$ cat src/rtl/mem_arbiter.sv
// mem_arbiter: shares one memory port between an instruction master and a
// data master.
//
// Each master has a one-entry request buffer. A small FSM grants the shared
// port to one buffered request at a time, using either round-robin or fixed
// data-first priority. The request to memory is registered. The response is
// routed back to the granted master combinationally.
//
// Ports:
//   clock, reset      rising-edge clock, synchronous active-high reset
//   imem_in/imem_out  instruction master request / response
//   dmem_in/dmem_out  data master request / response
//   mem_in/mem_out    shared memory request (registered) / response
//
// Parameter:
//   RR_EN  1 = round-robin on ties, 0 = data port always wins ties

package mem_arbiter_pkg;

  typedef struct packed {
    logic        mem_valid;
    logic        mem_fence;
    logic        mem_instr;
    logic [31:0] mem_addr;
    logic [31:0] mem_wdata;
    logic [3:0]  mem_wstrb;
  } mem_in_type;

  typedef struct packed {
    logic        mem_ready;
    logic [31:0] mem_rdata;
  } mem_out_type;

endpackage

module mem_arbiter
  import mem_arbiter_pkg::*;
#(
  parameter int RR_EN = 1
) (
  input  logic        clock,
  input  logic        reset,
  input  mem_in_type  imem_in,
  output mem_out_type imem_out,
  input  mem_in_type  dmem_in,
  output mem_out_type dmem_out,
  output mem_in_type  mem_in,
  input  mem_out_type mem_out
);

  localparam int  NUM_PORTS = 2;
  localparam logic P_I = 1'b0;  // instruction port index
  localparam logic P_D = 1'b1;  // data port index

  typedef enum logic [1:0] {IDLE, IBUSY, DBUSY} state_t;

  state_t state_q, state_d;
  logic   last_q, last_d;           // port granted most recently
  mem_in_type req_q, req_d;         // registered request to memory

  // Per-port request buffers
  logic [NUM_PORTS-1:0]       pend_q,  pend_d;
  logic [NUM_PORTS-1:0]       fence_q, fence_d;
  logic [NUM_PORTS-1:0][31:0] addr_q,  addr_d;
  logic [NUM_PORTS-1:0][31:0] wdata_q, wdata_d;
  logic [NUM_PORTS-1:0][3:0]  wstrb_q, wstrb_d;

  mem_in_type [NUM_PORTS-1:0] port_req;
  logic       [NUM_PORTS-1:0] ans;    // port is being answered this cycle
  logic       [NUM_PORTS-1:0] elig;   // pending and not just finishing

  logic decide;
  logic gnt_any;
  logic gnt_port;

  // The masters' own instr bit is implied by which port they use.
  logic unused_instr;
  assign unused_instr = imem_in.mem_instr ^ dmem_in.mem_instr;

  assign port_req[P_I] = imem_in;
  assign port_req[P_D] = dmem_in;

  assign ans[P_I] = (state_q == IBUSY) && mem_out.mem_ready;
  assign ans[P_D] = (state_q == DBUSY) && mem_out.mem_ready;

  // ---------------------------------------------------------------------
  // Request buffers. A new request is taken only when the buffer is empty
  // and the port is not being answered. A master that keeps valid high
  // through its ready cycle therefore cannot leave a stale duplicate.
  // ---------------------------------------------------------------------
  always_comb begin
    pend_d  = pend_q;
    fence_d = fence_q;
    addr_d  = addr_q;
    wdata_d = wdata_q;
    wstrb_d = wstrb_q;
    for (int p = 0; p < NUM_PORTS; p++) begin
      if (ans[p]) begin
        pend_d[p] = 1'b0;
      end else if (port_req[p].mem_valid && !pend_q[p]) begin
        pend_d[p]  = 1'b1;
        fence_d[p] = port_req[p].mem_fence;
        addr_d[p]  = port_req[p].mem_addr;
        wdata_d[p] = port_req[p].mem_wdata;
        wstrb_d[p] = port_req[p].mem_wstrb;
      end
    end
  end

  // ---------------------------------------------------------------------
  // Arbiter FSM. A decision is made in IDLE and on the ready cycle of a
  // busy state. The port being answered is masked out, so its
  // still-set pending flag cannot win a second grant.
  // ---------------------------------------------------------------------
  always_comb begin
    state_d  = state_q;
    last_d   = last_q;
    req_d    = req_q;
    gnt_any  = 1'b0;
    gnt_port = P_D;
    elig     = pend_q & ~ans;
    decide   = (state_q == IDLE) || mem_out.mem_ready;

    if (elig[P_I] && elig[P_D]) begin
      gnt_any  = 1'b1;
      gnt_port = ((RR_EN != 0) && (last_q == P_D)) ? P_I : P_D;
    end else if (elig[P_I]) begin
      gnt_any  = 1'b1;
      gnt_port = P_I;
    end else if (elig[P_D]) begin
      gnt_any  = 1'b1;
      gnt_port = P_D;
    end

    if (decide) begin
      if (gnt_any) begin
        state_d         = (gnt_port == P_I) ? IBUSY : DBUSY;
        last_d          = gnt_port;
        req_d.mem_valid = 1'b1;
        req_d.mem_fence = fence_q[gnt_port];
        req_d.mem_instr = (gnt_port == P_I);
        req_d.mem_addr  = addr_q[gnt_port];
        // Instruction fetches never write.
        req_d.mem_wdata = (gnt_port == P_I) ? 32'h0 : wdata_q[gnt_port];
        req_d.mem_wstrb = (gnt_port == P_I) ? 4'h0  : wstrb_q[gnt_port];
      end else begin
        state_d = IDLE;
        req_d   = '0;
      end
    end
  end

  always_ff @(posedge clock) begin
    if (reset) begin
      state_q <= IDLE;
      last_q  <= P_I;
      req_q   <= '0;
      pend_q  <= '0;
      fence_q <= '0;
      addr_q  <= '0;
      wdata_q <= '0;
      wstrb_q <= '0;
    end else begin
      state_q <= state_d;
      last_q  <= last_d;
      req_q   <= req_d;
      pend_q  <= pend_d;
      fence_q <= fence_d;
      addr_q  <= addr_d;
      wdata_q <= wdata_d;
      wstrb_q <= wstrb_d;
    end
  end

  assign mem_in = req_q;

  // Responses go straight through to the granted port only.
  always_comb begin
    imem_out.mem_ready = ans[P_I];
    imem_out.mem_rdata = ans[P_I] ? mem_out.mem_rdata : 32'h0;
    dmem_out.mem_ready = ans[P_D];
    dmem_out.mem_rdata = ans[P_D] ? mem_out.mem_rdata : 32'h0;
  end

endmodule

$ cat config.mk
export PLATFORM = sky130hd
export DESIGN_NAME = mem_arbiter
export DESIGN_NICKNAME = d
export VERILOG_FILES = /design/src/rtl/mem_arbiter.sv
export SDC_FILE = /design/constraint.sdc
export NUM_CORES = 1
export LEC_CHECK = 0
export ABC_CLOCK_PERIOD_IN_PS = 2100
export BUFFER_PORTS_ARGS = -buffer_cell sky130_fd_sc_hd__buf_2
export CORE_ASPECT_RATIO = 0.9
export CORE_MARGIN = 10
export CORE_UTILIZATION = 40
export DETAILED_ROUTE_END_ITERATION = 10
export PLACE_DENSITY = 0.68
export SYNTH_ARGS = -nofsm -noshare
export SYNTH_HDL_FRONTEND = slang
export SYNTH_SLANG_ARGS = --single-unit
$ cat constraint.sdc
create_clock -name clock -period 2.1 [get_ports clock]
set_input_delay 0.42 -clock clock [delete_from_list [all_inputs] [get_ports clock]]
set_output_delay 0.42 -clock clock [all_outputs]
set_load 0.03 [all_outputs]
* Yosys cells after proc, flatten, opt, wreduce, memory -nomap -nowiden
Cells that the tools add are included.
** Cells by class
- Mux-type cells :: 19
- Reduce and logical (&&, ||, !) cells :: 14
- Equality and inequality tests :: 2
- Bitwise logic cells :: 5
- Magnitude comparators :: 1
** Operators with widths (number)
- 32-bit 2-to-1 mux :: 6
- 71-bit 2-to-1 mux :: 1
- 1-bit 2-to-1 mux :: 8
- 4-bit 2-to-1 mux :: 2
- 2-bit AND reduction :: 3
- 1-bit logical AND :: 5
- 2-bit 2-to-1 mux :: 2
- 2-bit OR reduction :: 2
- 1-bit NOT :: 3
- 2-bit bitwise AND :: 1
- 2-bit by 1-bit equality test with 1-bit output, second input constant :: 1
- 2-bit equality test, second input constant :: 1
- 1-bit logical NOT :: 2
- 2-bit logical NOT :: 1
- 1-bit by 2-bit less-than comparator with 1-bit output, second input constant :: 1
- 2-bit NOT :: 1
- 1-bit logical OR :: 1
** Storage, ports and cells
- Register bits after elaboration :: 178
- Word-level logic and storage cells :: 57
- Output and inout bits :: 137
- Input port bits :: 177

* Depth between registers and ports, before layout
Gate-level depths: netlist of run 1.
- Depth in word-level cells :: 10
- Mapped depth :: 9
- Mapped depth without buffers :: 4

* Worst setup path before layout of run 1
OpenSTA, ideal clock, no wires.
- Path kind :: flip-flop to output port
- From :: reg state_q[0]
- To :: out imem_out[23] (netlist name)
- Cell stages (with the launch flop) :: 6
- Arrival :: 1.568 ns
- Data required time :: 1.680 ns
- Buffers on the path :: 3
- Setup slack :: 0.112 ns
- Path through :: dfxtp_1 -> buf_4 -> and3b_1 -> buf_2 -> clkbuf_1 -> and2_1
** RTL lines
- start, declared :: RTL line 57 : state_t state_q, state_d;
- start signal, assigned :: RTL line 164 : state_q <= state_d;
- end, declared :: RTL line 44 : output mem_out_type imem_out,

==> impl_metrics.toml, run 1 <==
[cts]
insertion_delay_ps = 430
cts-hold-fix-buffers = 0
cts_buffers = 17
path_clk_slew_ps = 70
cts_max_path_buffers = 2
cts_tree = "built"
htreeDepth = 4
cts-root-buf = "clkbuf_16"
numClockSinks = 177

[sta]
min_period_ps = 2022
fin_setup_tns_ps = 0
skew_ps = 8.923
fmax_ghz = 0.4947
hold_viol_final = 0
setup_viol = 0
drv_slew = 0
rsz0062_at_grt = "false"
min_period_over_period = 0.9627
worstMarginPinSlew_ps = 585.1
maxSlewHeadroom = 0.6094

[yosys]
ys_top_cells_by_area = "dfxtp_1 47%, nand2_1 14%, and2_1 8.0%"
synth_cell_type_count = 30
netlist.area_leader.share = 0.4675
synth_seq_cells = 177
synth_top_cell_by_area = "dfxtp_1"
yosysWarnings = 0
synth_area_um2 = 7580
avgSynthCellArea_um2 = 8.012
synthesis.nets = 1123
syn-instance-count = 946
synth-seq-area-share = 0.4675

[placed_design]
gp_congestion = 0.8278
hpwlAfterDp_um = 18290
dp_cells = 1410
io_buffers = 275

[route]
ant_nets = 0
dr.pass1.iters = 5
vias = 7493
drt-vias-per-instance = 5.189
drtIter0Drc = 534
routedWlPerCell_um = 17.84
wl_um = 25760
remaining_drc_errors = 0

[floorplanning]
die_h_um = 150.6
io_pins = 314
core_um2 = 18520
start_util = 0.4092
die_x_um = 165.1
rows = 47
die_area_um2 = 24860

[grt]
grt.total_usage = 0.2017
grt_pass1_wl_um = 39740
grt_pass1_vias = 7232
grt_max_degree = 75
grt-ovfl-total = 0
antenna_found_initial = 3

[critical_path]
critPathMaxFanout = 33
cp_cell_sequence = "and3b_2 > buf_12 > and2_1 > buf_2"
required_ps = 1680
slowest_stage = "dfxtp_2"
cp_top_family = "simple AND/OR/NAND/NOR gates"
cp_data_arrival_time_ps = 1600
max_stage_delay_ps = 350
ff2ff_setup_slack_ps = 270
criticalPathCategory = "flip-flop to output port"
worst_setup_path_start_kind = "flip-flop"
end_kind = "output port"
critical_path_buf_inv_count = 2

[cells_and_area]
multi_input_area_um2 = 3632
instances_no_fill = 1444
drive_gt1_frac = 0.2997
nets = 1362
syn_to_final_growth_pct = 30.46
fillers = 1809
seqCellArea_um2 = 3545
layout_common_cells = "273 x nand2_1, 271 x buf_2, 176 x dfxtp_1"
mostFrequentLayoutCell = "nand2_1"

[run]
cap_violations = 0

[pwr]
p_leak_nw = 4.300
p_switching_mw = 2.431
clkPwrFrac = 0.393
power.density_nw_per_um2 = 832.3
vdd_drop_max_uv = 487.7
switching_share = 0.2953
pwr-share-seq = 0.443
combPwrFrac = 0.164
intPower_mw = 5.800

[status]
status = "completed"

[min_path]
hold_path.class = "input port to flip-flop"
## cell usage after synthesis
master       n
o21ai_1      1
o21a_1       1
or3b_1       1
or3b_2       1
and2_1      97
nor3_2       1
nor3_1      35
and3b_1      2
dfxtp_1    177
nand2b_1     2
buf_2       38
o21ba_2      1
nor2_1       5
o211a_1      1
nor3b_2      2
a2bb2oi_1    1
buf_4        3
nand2_1    273
inv_1        2
clkbuf_2     1
a21oi_1    106
buf_6        3
nand3_1     33
o21ai_0      2
a311oi_1    31
clkbuf_1    48
a22o_1      37
nand3b_1     2
nor2b_1      4
a221oi_1    35
## cells by family (layout without fill, tap and decap cells)
kind of cell,Yosys count,count (layout),share of synthesized area
DFF,177,177,0.4675
AOI/OAI and AO/OA,216,216,0.1958
buffers and inverters,95,347,0.05794
other,0,1,0
and+or+nand+nor,458,458,0.2788
## layout make-up
class | instances | share of cell area
well taps | 245 | 0.03100
clock inverters | 15 | 0.01746
repair buffers | 313 | 0.1817
multi-input cells | 674 | 0.3673
diodes | 1 | 0.0002531
clock buffers | 17 | 0.04302
inverters | 2 | 0.0007592
flip-flops and latches | 177 | 0.3585
## metal layers
layer / part of all wire / track usage
met5: 0 / 0
met4: 0.018 / 0.05885
met3: 0.090 / 0.06552
met2: 0.49 / 0.3317
met1: 0.40 / 0.2464
## flip-flops by register name, summed over array words and instances (netlist names)
name / flops
mem_in: 70
fence_q: 2
wstrb_q: 4
last_q: 1
wdata_q: 32
pend_q: 2
addr_q: 64
state_q: 2
## worst register-to-register path, cell delays in order, from the launching register on
cell and delay [ps]:
dfxtp_1 690, nor2b_2 310, buf_4 290, a311oi_1 140, a221oi_1 300
## power groups by stage
stage          combinational, mW  clock [mW]  sequential, mW
2_1_floorplan              0.775           0            3.76
3_3_place_gp                1.34           0            3.71
3_5_place_dp                1.35           0            3.72
4_1_cts                     1.35        3.30            3.65
5_1_grt                     1.48        3.42            3.67
6_report                    1.35        3.23            3.65
## per-stage QoR
stage                     hold WS (ps)  utilization  total power, mW  worst slack (ps)  cell area, µm²
after floorplan                  436.6            -            4.534             112.3            7580
after detailed placement         447.0       0.4997            5.067             164.8            9256
after CTS                        203.8       0.5330            8.302             31.46            9873
after global routing             200.4       0.5338            8.576            0.2638            9888
final                            220.9       0.5338            8.230             78.42            9888
after global placement           442.5       0.4997            5.051             184.2            9256
## path summary, 6_finish.rpt
check / start / to / cells after the start
worst min-delay path: dmem_in[26] / wdata_q[54] / 3
worst min register to register: mem_in[70] / mem_in[70] / 2
worst max register to register: pend_q[0] / mem_in[64] / 4
worst max-delay path: state_q[0] / dmem_out[5] / 4
## what timing repair did
item | 4_1_cts | 5_1_grt
gates resized for setup | 5 | 4
buffers inserted | 1 | 0
pin swaps | 1 | 0
setup endpoints to repair | 65 | 24
Note: power is estimated with default switching activity, not from simulation.
==> run 2: changes to the inputs <==
CORE_UTILIZATION = 48   (was 40)
PLACE_DENSITY = 0.8   (was 0.68)
==> impl_metrics.toml, run 2 (same netlist as run 1, synthesis figures left out) <==
[status]
status = "completed"

[pwr]
combPwrFrac = 0.170
power.density_nw_per_um2 = 810.0
vdd_drop_max_uv = 538.0
p_leak_nw = 4.246
intPower_mw = 5.527
p_switching_mw = 2.365
switching_share = 0.2997
pwr-share-seq = 0.462
clkPwrFrac = 0.368

[cells_and_area]
nets = 1355
instances_no_fill = 1394
fillers = 1336
drive_gt1_frac = 0.2955
largest_reg_flops = 70
mostFrequentLayoutCell = "nand2_1"
fin_util = 0.6310
layout_common_cells = "273 x nand2_1, 269 x buf_2, 175 x dfxtp_1"
syn_to_final_growth_pct = 28.54

[floorplanning]
die_x_um = 152.5
start_util = 0.4909
die_area_um2 = 21220
die_h_um = 139.2
rows = 43
io_pins = 314
core_um2 = 15440

[critical_path]
slowest_stage = "dfxtp_2"
r2r_cells = 6
max_stage_delay_ps = 360
critPathMaxFanout = 36
cp_data_arrival_time_ps = 1610
criticalPathCategory = "flip-flop to output port"
end_kind = "output port"
ff2ff_setup_slack_ps = 320
cp_cell_sequence = "and3b_2 > buf_12 > and2_1 > buf_2"
worst_setup_path_start_kind = "flip-flop"
worstReg2RegStart = "state_q[1]"
rr_endpoint = "addr_q[51]"
required_ps = 1680

[cts]
htreeDepth = 4
cts-hold-fix-buffers = 0
cts-root-buf = "clkbuf_16"
cts_max_path_buffers = 2
cts_tree = "built"
insertion_delay_ps = 430
cts_buffers = 17
path_clk_slew_ps = 70
numClockSinks = 177

[grt]
grt.total_usage = 0.2236
grt_pass1_wl_um = 39700
grt-ovfl-total = 0
grt.busiest_layer = "met2"
grt_util_met1 = 0.2603
grt_max_degree = 85
met3_usage = 0.07055
antenna_found_initial = 1
grt_pass1_vias = 7648
use_met2 = 0.3766

[route]
wl_um = 25110
ant_nets = 0
vias = 7667
dr.pass1.iters = 5
drtIter0Drc = 542
drt-vias-per-instance = 5.500
routedWlPerCell_um = 18.01
remaining_drc_errors = 0

[sta]
setup_viol = 0
hold_viol_final = 0
worstMarginPinSlew_ps = 525.6
rsz0062_at_grt = "false"
fmax_ghz = 0.4915
min_period_ps = 2035
fin_setup_tns_ps = 0
skew_ps = 10.88
min_period_over_period = 0.9689
drv_slew = 0
maxSlewHeadroom = 0.6491

[run]
cap_violations = 0

[placed_design]
dp_cells = 1360
io_buffers = 275
hpwlAfterDp_um = 17590
gp_congestion = 0.8382

[min_path]
min_from = "dmem_in[61]"
holdPathStages = 3
hold_path.class = "input port to flip-flop"
hold_end = "addr_q[57]"
[run 2: cell types whose count changed in the layout (fill, tap and decap cells not counted), moves of 2 or more]
| cell | previous run | this run |
|---|---|---|
| buf_2 | 271 | 269 |
| clkinv_2 | 0 | 2 |
| bufinv_16 | 2 | 0 |
| inv_6 | 7 | 2 |
| clkbuf_4 | 3 | 5 |
| clkinv_4 | 2 | 7 |
| buf_4 | 29 | 22 |
[run 2: power groups by stage]
stage	registers [mW]	logic, mW	clock network, mW
global route	3.67	1.46	3.09
finish	3.65	1.34	2.90
global placement	3.71	1.31	0
detailed placement	3.72	1.33	0
CTS	3.65	1.34	2.94
floorplan	3.76	0.775	0
[run 2: worst max-delay path by stage]
stage          slack [ps]           end  depth (start not counted)   startpoint
2_1_floorplan         110  imem_out[23]                          5   state_q[0]
3_3_place_gp          150   dmem_out[0]                          5  mem_out[32]
3_5_place_dp          130   dmem_out[0]                          5  mem_out[32]
4_1_cts                 7   dmem_out[0]                          4   state_q[1]
5_1_grt               0.3  imem_out[30]                          4   state_q[1]
6_report               70  imem_out[15]                          4   state_q[1]
[run 2: layout make-up]
class	count	area (µm²)	share of cell area
well taps	202	252.7	0.02594
clock buffers	18	429.2	0.04405
repair buffers	306	1749	0.1795
inverters	2	7.507	0.0007705
flip-flops and latches	177	3546	0.3639
multi-input cells	674	3645	0.3741
clock inverters	14	111.4	0.01143
diodes	1	2.502	0.0002568
[run 2: what timing repair did]
action	4_1_cts	5_1_grt
buffers inserted	0	1
pin swaps	0	0
resized for setup	5	7
endpoints found under the setup margin	65	40
[run 2: per-stage QoR]
step / power [mW] / cell area [µm²] / setup WS [ps] / hold slack (ps)
6_report: 7.892 / 9743 / 65.23 / 223.7
2_1_floorplan: 4.534 / 7580 / 112.3 / 436.6
3_3_place_gp: 5.025 / 9163 / 152.1 / 442.0
3_5_place_dp: 5.053 / 9163 / 131.4 / 446.5
4_1_cts: 7.927 / 9714 / 6.636 / 210.6
5_1_grt: 8.223 / 9743 / 0.2798 / 219.1
[run 2: routing by layer]
layer,share of wire,routed length (µm),up-vias
met3,0.085,2125,32
met2,0.49,12240,316
met5,0,0,-
met4,0.024,603,0
li1,-,-,3709
met1,0.40,10140,3610
[run 2: critical path: cells and delay by family, from the launching register on]
kind / cells / cell delay, ps
DFF: 1 / 360
and+or+nand+nor: 2 / 440
buffers and inverters: 2 / 380
